## src/rtl/rr_grant_scheduler_if.sv

```systemverilog
// rr_grant_scheduler_if: request/grant bundle between requesters and the
// round-robin scheduler. The scheduler sits on the slave side.
interface rr_grant_scheduler_if #(
    parameter int N     = 8,
    parameter int IDX_W = 3
);
    logic [N-1:0]     req;
    logic [N-1:0]     gnt;
    logic [IDX_W-1:0] gnt_idx;
    logic             gnt_valid;
    logic             preempt;

    // Requester side: raises requests, observes the grant.
    modport master (
        output req,
        input  gnt,
        input  gnt_idx,
        input  gnt_valid,
        input  preempt
    );

    // Scheduler side: observes requests, drives the grant.
    modport slave (
        input  req,
        output gnt,
        output gnt_idx,
        output gnt_valid,
        output preempt
    );
endinterface

```

## src/rtl/rr_grant_scheduler.sv

```systemverilog
// rr_grant_scheduler: N-way round-robin arbiter for one shared resource.
// Grants are registered one-hot with a binary owner index. An owner keeps the
// grant while it holds req, until HOLD_MAX consecutive cycles have elapsed and
// someone else is waiting; every withdrawal is followed by one bubble cycle.
module rr_grant_scheduler #(
    parameter int N        = 8,
    parameter int IDX_W    = 3,
    parameter int HOLD_MAX = 15
) (
    input  logic                clk,
    input  logic                reset,
    rr_grant_scheduler_if.slave bus
);

    typedef enum logic [1:0] {
        IDLE    = 2'd0,
        GRANT   = 2'd1,
        RELEASE = 2'd2
    } state_t;

    localparam logic [N-1:0]     ONE_HOT0 = N'(1);
    localparam logic [IDX_W-1:0] LAST_IDX = IDX_W'(N - 1);
    localparam logic [IDX_W:0]   N_WIDE   = (IDX_W + 1)'(N);
    // Hold counter ceiling; with HOLD_MAX == 0 it just parks at its maximum.
    localparam logic [4:0]       CNT_CAP  = (HOLD_MAX == 0) ? 5'd31 : 5'(HOLD_MAX - 1);

    state_t           state, state_nxt;
    logic [IDX_W-1:0] ptr, ptr_nxt;
    logic [4:0]       cnt, cnt_nxt;
    logic [N-1:0]     gnt_q, gnt_nxt;
    logic [IDX_W-1:0] idx_q, idx_nxt;
    logic             valid_q, valid_nxt;
    logic             preempt_q, preempt_nxt;

    logic             win_found;
    logic [IDX_W-1:0] win_idx;
    logic [IDX_W-1:0] cand;
    logic [IDX_W:0]   sum;
    logic             owner_req;
    logic             others_req;
    logic             hold_hit;
    logic [IDX_W-1:0] after_owner;

    // Round-robin search: first requester at or after ptr, wrapping mod N.
    always_comb begin
        // NOTE: every variable gets a default before any branch, otherwise a
        // path that skips the assignment infers a latch.
        win_found = 1'b0;
        win_idx   = '0;
        sum       = '0;
        cand      = '0;
        for (int k = 0; k < N; k++) begin
            sum = {1'b0, ptr} + (IDX_W + 1)'(k);
            if (sum >= N_WIDE) begin
                sum = sum - N_WIDE;
            end
            cand = sum[IDX_W-1:0];
            if (!win_found && bus.req[cand]) begin
                win_found = 1'b1;
                win_idx   = cand;
            end
        end
    end

    // The registered grant doubles as the owner mask, and idx_q as the owner.
    assign owner_req   = |(bus.req & gnt_q);
    assign others_req  = |(bus.req & ~gnt_q);
    assign hold_hit    = (HOLD_MAX != 0) && (cnt == CNT_CAP) && others_req;
    assign after_owner = (idx_q == LAST_IDX) ? '0 : idx_q + IDX_W'(1);

    // State register plus all registered outputs; reset drops the grant at once.
    always_ff @(posedge clk or posedge reset) begin
        if (reset) begin
            state     <= IDLE;
            ptr       <= '0;
            cnt       <= '0;
            gnt_q     <= '0;
            idx_q     <= '0;
            valid_q   <= 1'b0;
            preempt_q <= 1'b0;
        end else begin
            // NOTE: non-blocking assignments so every register samples the
            // pre-edge values regardless of statement order.
            state     <= state_nxt;
            ptr       <= ptr_nxt;
            cnt       <= cnt_nxt;
            gnt_q     <= gnt_nxt;
            idx_q     <= idx_nxt;
            valid_q   <= valid_nxt;
            preempt_q <= preempt_nxt;
        end
    end

    // Next-state: the bubble cycle arbitrates exactly like IDLE on its way out.
    always_comb begin
        state_nxt = state;
        case (state)
            IDLE, RELEASE: state_nxt = win_found ? GRANT : IDLE;
            GRANT:         state_nxt = (!owner_req || hold_hit) ? RELEASE : GRANT;
            default:       state_nxt = IDLE;
        endcase
    end

    // Output/datapath next values: grant on a win, withdraw on drop or hold limit.
    always_comb begin
        ptr_nxt     = ptr;
        cnt_nxt     = cnt;
        gnt_nxt     = gnt_q;
        idx_nxt     = idx_q;
        valid_nxt   = valid_q;
        preempt_nxt = 1'b0;
        case (state)
            IDLE, RELEASE: begin
                gnt_nxt   = '0;
                idx_nxt   = '0;
                valid_nxt = 1'b0;
                if (win_found) begin
                    gnt_nxt   = ONE_HOT0 << win_idx;
                    idx_nxt   = win_idx;
                    valid_nxt = 1'b1;
                    cnt_nxt   = '0;
                end
            end
            GRANT: begin
                if (!owner_req || hold_hit) begin
                    gnt_nxt     = '0;
                    idx_nxt     = '0;
                    valid_nxt   = 1'b0;
                    ptr_nxt     = after_owner;
                    // A voluntary drop is not a preemption.
                    preempt_nxt = owner_req;
                end else if (cnt != CNT_CAP) begin
                    cnt_nxt = cnt + 5'd1;
                end
            end
            default: begin
                gnt_nxt   = '0;
                idx_nxt   = '0;
                valid_nxt = 1'b0;
            end
        endcase
    end

    assign bus.gnt       = gnt_q;
    assign bus.gnt_idx   = idx_q;
    assign bus.gnt_valid = valid_q;
    assign bus.preempt   = preempt_q;

    a_gnt_onehot0: assert property (@(posedge clk) disable iff (reset)
        $onehot0(bus.gnt));
    a_idx_matches: assert property (@(posedge clk) disable iff (reset)
        bus.gnt_valid ? (bus.gnt == (ONE_HOT0 << bus.gnt_idx)) : (bus.gnt_idx == '0));
    a_valid_is_or: assert property (@(posedge clk) disable iff (reset)
        bus.gnt_valid == (|bus.gnt));
    a_preempt_idle: assert property (@(posedge clk) disable iff (reset)
        !bus.preempt || (bus.gnt == '0));

endmodule

```

## src/flat_wrapper.sv

```systemverilog
// flat-port wrapper written by rule: the top's interface ports become plain ports
module rr_grant_scheduler_flat 
#(
    parameter int N        = 8,
    parameter int IDX_W    = 3,
    parameter int HOLD_MAX = 15
)
  (clk, reset, bus_req, bus_gnt, bus_gnt_idx, bus_gnt_valid, bus_preempt);
  rr_grant_scheduler_if #(.N(N), .IDX_W(IDX_W)) bus_i ();
  input  logic clk;
  input  logic reset;
  input wire logic [$bits(bus_i.req)-1:0] bus_req;
  output wire logic [$bits(bus_i.gnt)-1:0] bus_gnt;
  output wire logic [$bits(bus_i.gnt_idx)-1:0] bus_gnt_idx;
  output wire logic [$bits(bus_i.gnt_valid)-1:0] bus_gnt_valid;
  output wire logic [$bits(bus_i.preempt)-1:0] bus_preempt;
  assign bus_i.req = bus_req;
  assign bus_gnt = bus_i.gnt;
  assign bus_gnt_idx = bus_i.gnt_idx;
  assign bus_gnt_valid = bus_i.gnt_valid;
  assign bus_preempt = bus_i.preempt;
  rr_grant_scheduler #(.N(N), .IDX_W(IDX_W), .HOLD_MAX(HOLD_MAX)) u_core (.clk(clk), .reset(reset), .bus(bus_i));
endmodule
```

## config.mk

```make
export PLATFORM = sky130hd
export DESIGN_NAME = rr_grant_scheduler_flat
export DESIGN_NICKNAME = d
export VERILOG_FILES = /design/src/rtl/rr_grant_scheduler_if.sv /design/src/rtl/rr_grant_scheduler.sv /design/src/flat_wrapper.sv
export SDC_FILE = /design/constraint.sdc
export NUM_CORES = 1
export LEC_CHECK = 0
export CAP_MARGIN = 20
export CORE_MARGIN = 5
export CORE_UTILIZATION = 24
export DETAILED_ROUTE_END_ITERATION = 8
export HOLD_SLACK_MARGIN = 0.05
export PLACE_DENSITY_LB_ADDON = 0.1
export SLEW_MARGIN = 20
export SYNTH_ARGS = -nofsm -noshare
export SYNTH_HDL_FRONTEND = slang
export SYNTH_SLANG_ARGS = --single-unit
```

## constraint.sdc

```tcl
create_clock -name clk -period 4.8 [get_ports clk]
set_clock_uncertainty 0.2 [all_clocks]
set_input_delay 1.2 -clock clk [delete_from_list [all_inputs] [get_ports clk]]
set_output_delay 1.2 -clock clk [all_outputs]
set_load 0.01 [all_outputs]
```

==> results by group <==
STA
  • TNS Setup: 0 ns
  • Post-route minimum period: 4.24 ns
  • Final Hold Violating Endpoints: 0
  • Unrepaired setup endpoints after global routing: false
  • Final Cycle Share: 0.884
  • # setup viols final: 0
  • Max transition margin: 0.391
  • Final slew viol count: 0
  • Worst slew pin tran: 0.913 ns
  • FMAX: 236 MHz

Routing
  • Post-DRT Antenna Nets: 0
  • TritonRoute pass-1 iters: 4
  • WL/cell: 18.0 um
  • Overall routed net length: 6220 um
  • Vias per cell: 5.14
  • DRC Markers: 0
  • 1st-iter DRT viols: 68
  • Via count: 1778

Cells and area
  • Util after Layout: 0.289
  • Layout filler cell count: 925
  • ANT cells: 0
  • Most frequent cells in the layout: dfrtp_1 (23), clkdlybuf4s50_1 (22), inv_1 (18)
  • Register area: roughly 580 sq um
  • Design area: 2480 sq um
  • Commonest non-fill, non-tap cell in the layout: dfrtp_1
  • Area occupied by multi-input gates: 1370 sq um
  • Share of cells above drive strength 1: 0.189
  • Final net count: ~260
  • Synth-to-layout area growth: 19.1%

Critical path
  • Max FO, Critical Path: 10
  • Worst-case reg-to-reg path depth: 9
  • Critical Path Sink Type: flop
  • Reg2Reg Setup Slack: 0.74 ns
  • Crit Reg-Reg Endpoint: u_core.bus.gnt[7]$_DFFE_PP0N_
  • Critical path data arrival time: ~4.2 ns
  • Worst Setup Path Type: in -> reg
  • Crit start category: input pin
  • RR Startpoint: u_core.ptr[0]$_DFFE_PP0P_
  • CP required: roughly 4.7 ns

Status
  • Status: completed

GRT
  • Largest net degree at the start of global routing: 24
  • Vias in the first global route: 1880
  • Initial antenna violation count: 0
  • Gr ovfl total: 0
  • First-pass GRT wire length: 10500 um
  • Total global-route track usage: 0.127

Floorplanning
  • Starting Density: 0.242
  • I/O pin count: 23
  • Die X: 103 um
  • Row cnt: 34
  • Core ar.: around 8600 sq um
  • Die area: 10600 sq um
  • Vert. Die Dim: 103 um

Worst hold path
  • Hold Crit Depth: 2
  • Min-Delay Endpoint: u_core.bus.gnt_valid$_DFFE_PP0N_
  • Worst min path class: reg -> reg
  • Hold Startpoint: u_core.bus.gnt_valid$_DFFE_PP0N_

Synth
  • Yosys warning total: 0
  • Yosys reg bits: 23
  • Main combinational cell family by area after synthesis: multiplexers
  • Register area share after synthesis: 0.276
  • Mapped Cells: around 220
  • Compound-cell area share of the yosys netlist: 0.217
  • Post-synthesis cell type count: 51
  • Post-Syn Area per Cell: 9.60 sq um
  • Post-synth top area share: 0.276
  • Synth top area cells: dfrtp_1 (28%), mux4_2 (13%), mux2_2 (6.5%)
  • Yosys top cell by area: dfrtp_1
  • Post-Synth XOR/XNOR Area: 0.0210
  • Adder-Cell Fraction of Synth Area: 0.0360
  • Post-synthesis mux area share: 0.255
  • Simple-gate share of the synthesized area: 0.130
  • Ys flop type: dfrtp_1
  • Synth Net Count: 233
  • Async S/R FF share, synth: 1.00
  • Area of the mapped netlist: 2080 sq um
  • Post-synth EDFFs: 0

CTS
  • Max Buffers Root-to-Sink: 2
  • CTS tree: built
  • Cts hold-fix bufs: 0
  • Num CTS Buffers: 3
  • Post-CTS setup buffer count: 0
  • Clk sink count: 23
  • Resize count post-CTS: 0
  • Worst skew pair latency: 0.27 ns
  • Clock-pin slew on the worst setup and hold paths: 0.09 ns
  • H-tree depth: 1
  • CTS Root Cell: clkbuf_8

Place
  • Post-DP Area: 2430 sq um
  • Post-DP HPWL: 4780 um
  • I/O Buffers: 22
  • RD Place Congestion: 0.781

Power
  • Max VDD drop: 0.000247 V
  • Pwr dens: 705 nW/um^2
  • Leakage: 1.01 nW

Flow run
  • Max cap viols: 0
how the worst max path moves through the flow:
stage                     startpoint                            end  slack, ns  cells past startpoint
after floorplan           bus_req[2]  u_core.bus.gnt[5]$_DFFE_PP0N_       1.08                      8
after global placement    bus_req[6]  u_core.bus.gnt[2]$_DFFE_PP0N_       0.25                     10
after detailed placement  bus_req[1]  u_core.bus.gnt[3]$_DFFE_PP0N_       0.26                      9
after CTS                 bus_req[1]  u_core.bus.gnt[3]$_DFFE_PP0N_       0.55                      9
after global routing      bus_req[2]  u_core.bus.gnt[2]$_DFFE_PP0N_       0.36                      9
final                     bus_req[1]  u_core.bus.gnt[3]$_DFFE_PP0N_       0.56                      9
flip-flops by register name (all words and copies together) (netlist names):
name,count
u_core.bus.gnt,8
u_core.bus.gnt_idx,3
u_core.bus.gnt_valid,1
u_core.bus.preempt,1
u_core.cnt,5
u_core.ptr,3
u_core.state,2
cells by family after synthesis:
group | Yosys count
AOI/OAI and AO/OA | 61
xor gates and xnor gates | 5
adders and majority gates | 6
buffers and inverters | 32
DFF | 23
muxes | 35
and+or+nand+nor | 55
metal layers:
metal | track usage | wire length, um
met5 | 0 | 0
met4 | 0.0359 | 76
met3 | 0.0149 | 179
met2 | 0.200 | 2890
met1 | 0.182 | 3080
layout make-up:
cell class,instances,share of cell area
multi-input cells,162,0.553
clock inverters,1,0.00202
clock buffers,3,0.0166
repair buffers,30,0.113
flip-flops and latches,23,0.232
well taps,108,0.0545
inverters,19,0.0287
metrics by stage:
stage / hold slack [ns] / power (W) / cells / setup WS, ns
final: 0.290 / 0.00175 / 346 / 0.558
after global routing: 0.343 / 0.00191 / 346 / 0.361
after CTS: 0.297 / 0.00177 / 346 / 0.552
after floorplan: 0.272 / 0.00125 / 217 / 1.08
after detailed placement: 0.269 / 0.00163 / 342 / 0.265
after global placement: 0.270 / 0.00165 / 342 / 0.254
synth_stat cells (all sizes together), types with 2 or more instances:
library cell and instances:
mux2i 11, clkbuf 6, nor2 12, a211o 2, o21ai 10, nor3 2, mux2 12, nand3 8
nand3b 2, o22ai 5, or2 3, mux4 12, a211oi 4, xnor2 4, ha 6, o41ai 5
a21oi 9, a32oi 2, dfrtp 23, inv 18, a21o 2, a22oi 6, nor2b 3, buf 7
a22o 5, nand2b 2, nand2 17
critical path: stages:
cell,delay [ns]
clkdlybuf4s50_1,0.70
mux2i_1,0.16
mux4_2,0.49
a32oi_1,0.36
buf_4,0.24
nor2_1,0.07
and3_1,0.18
o32ai_1,0.59
o21ai_0,0.19
report_power, final:
group | internal (W) | switching, W
sequential | 0.000254 | 0.0000849
combinational | 0.000579 | 0.000705
clock | 0.0000581 | 0.0000677
total | 0.000891 | 0.000858
(Power assumes the default switching activity.)
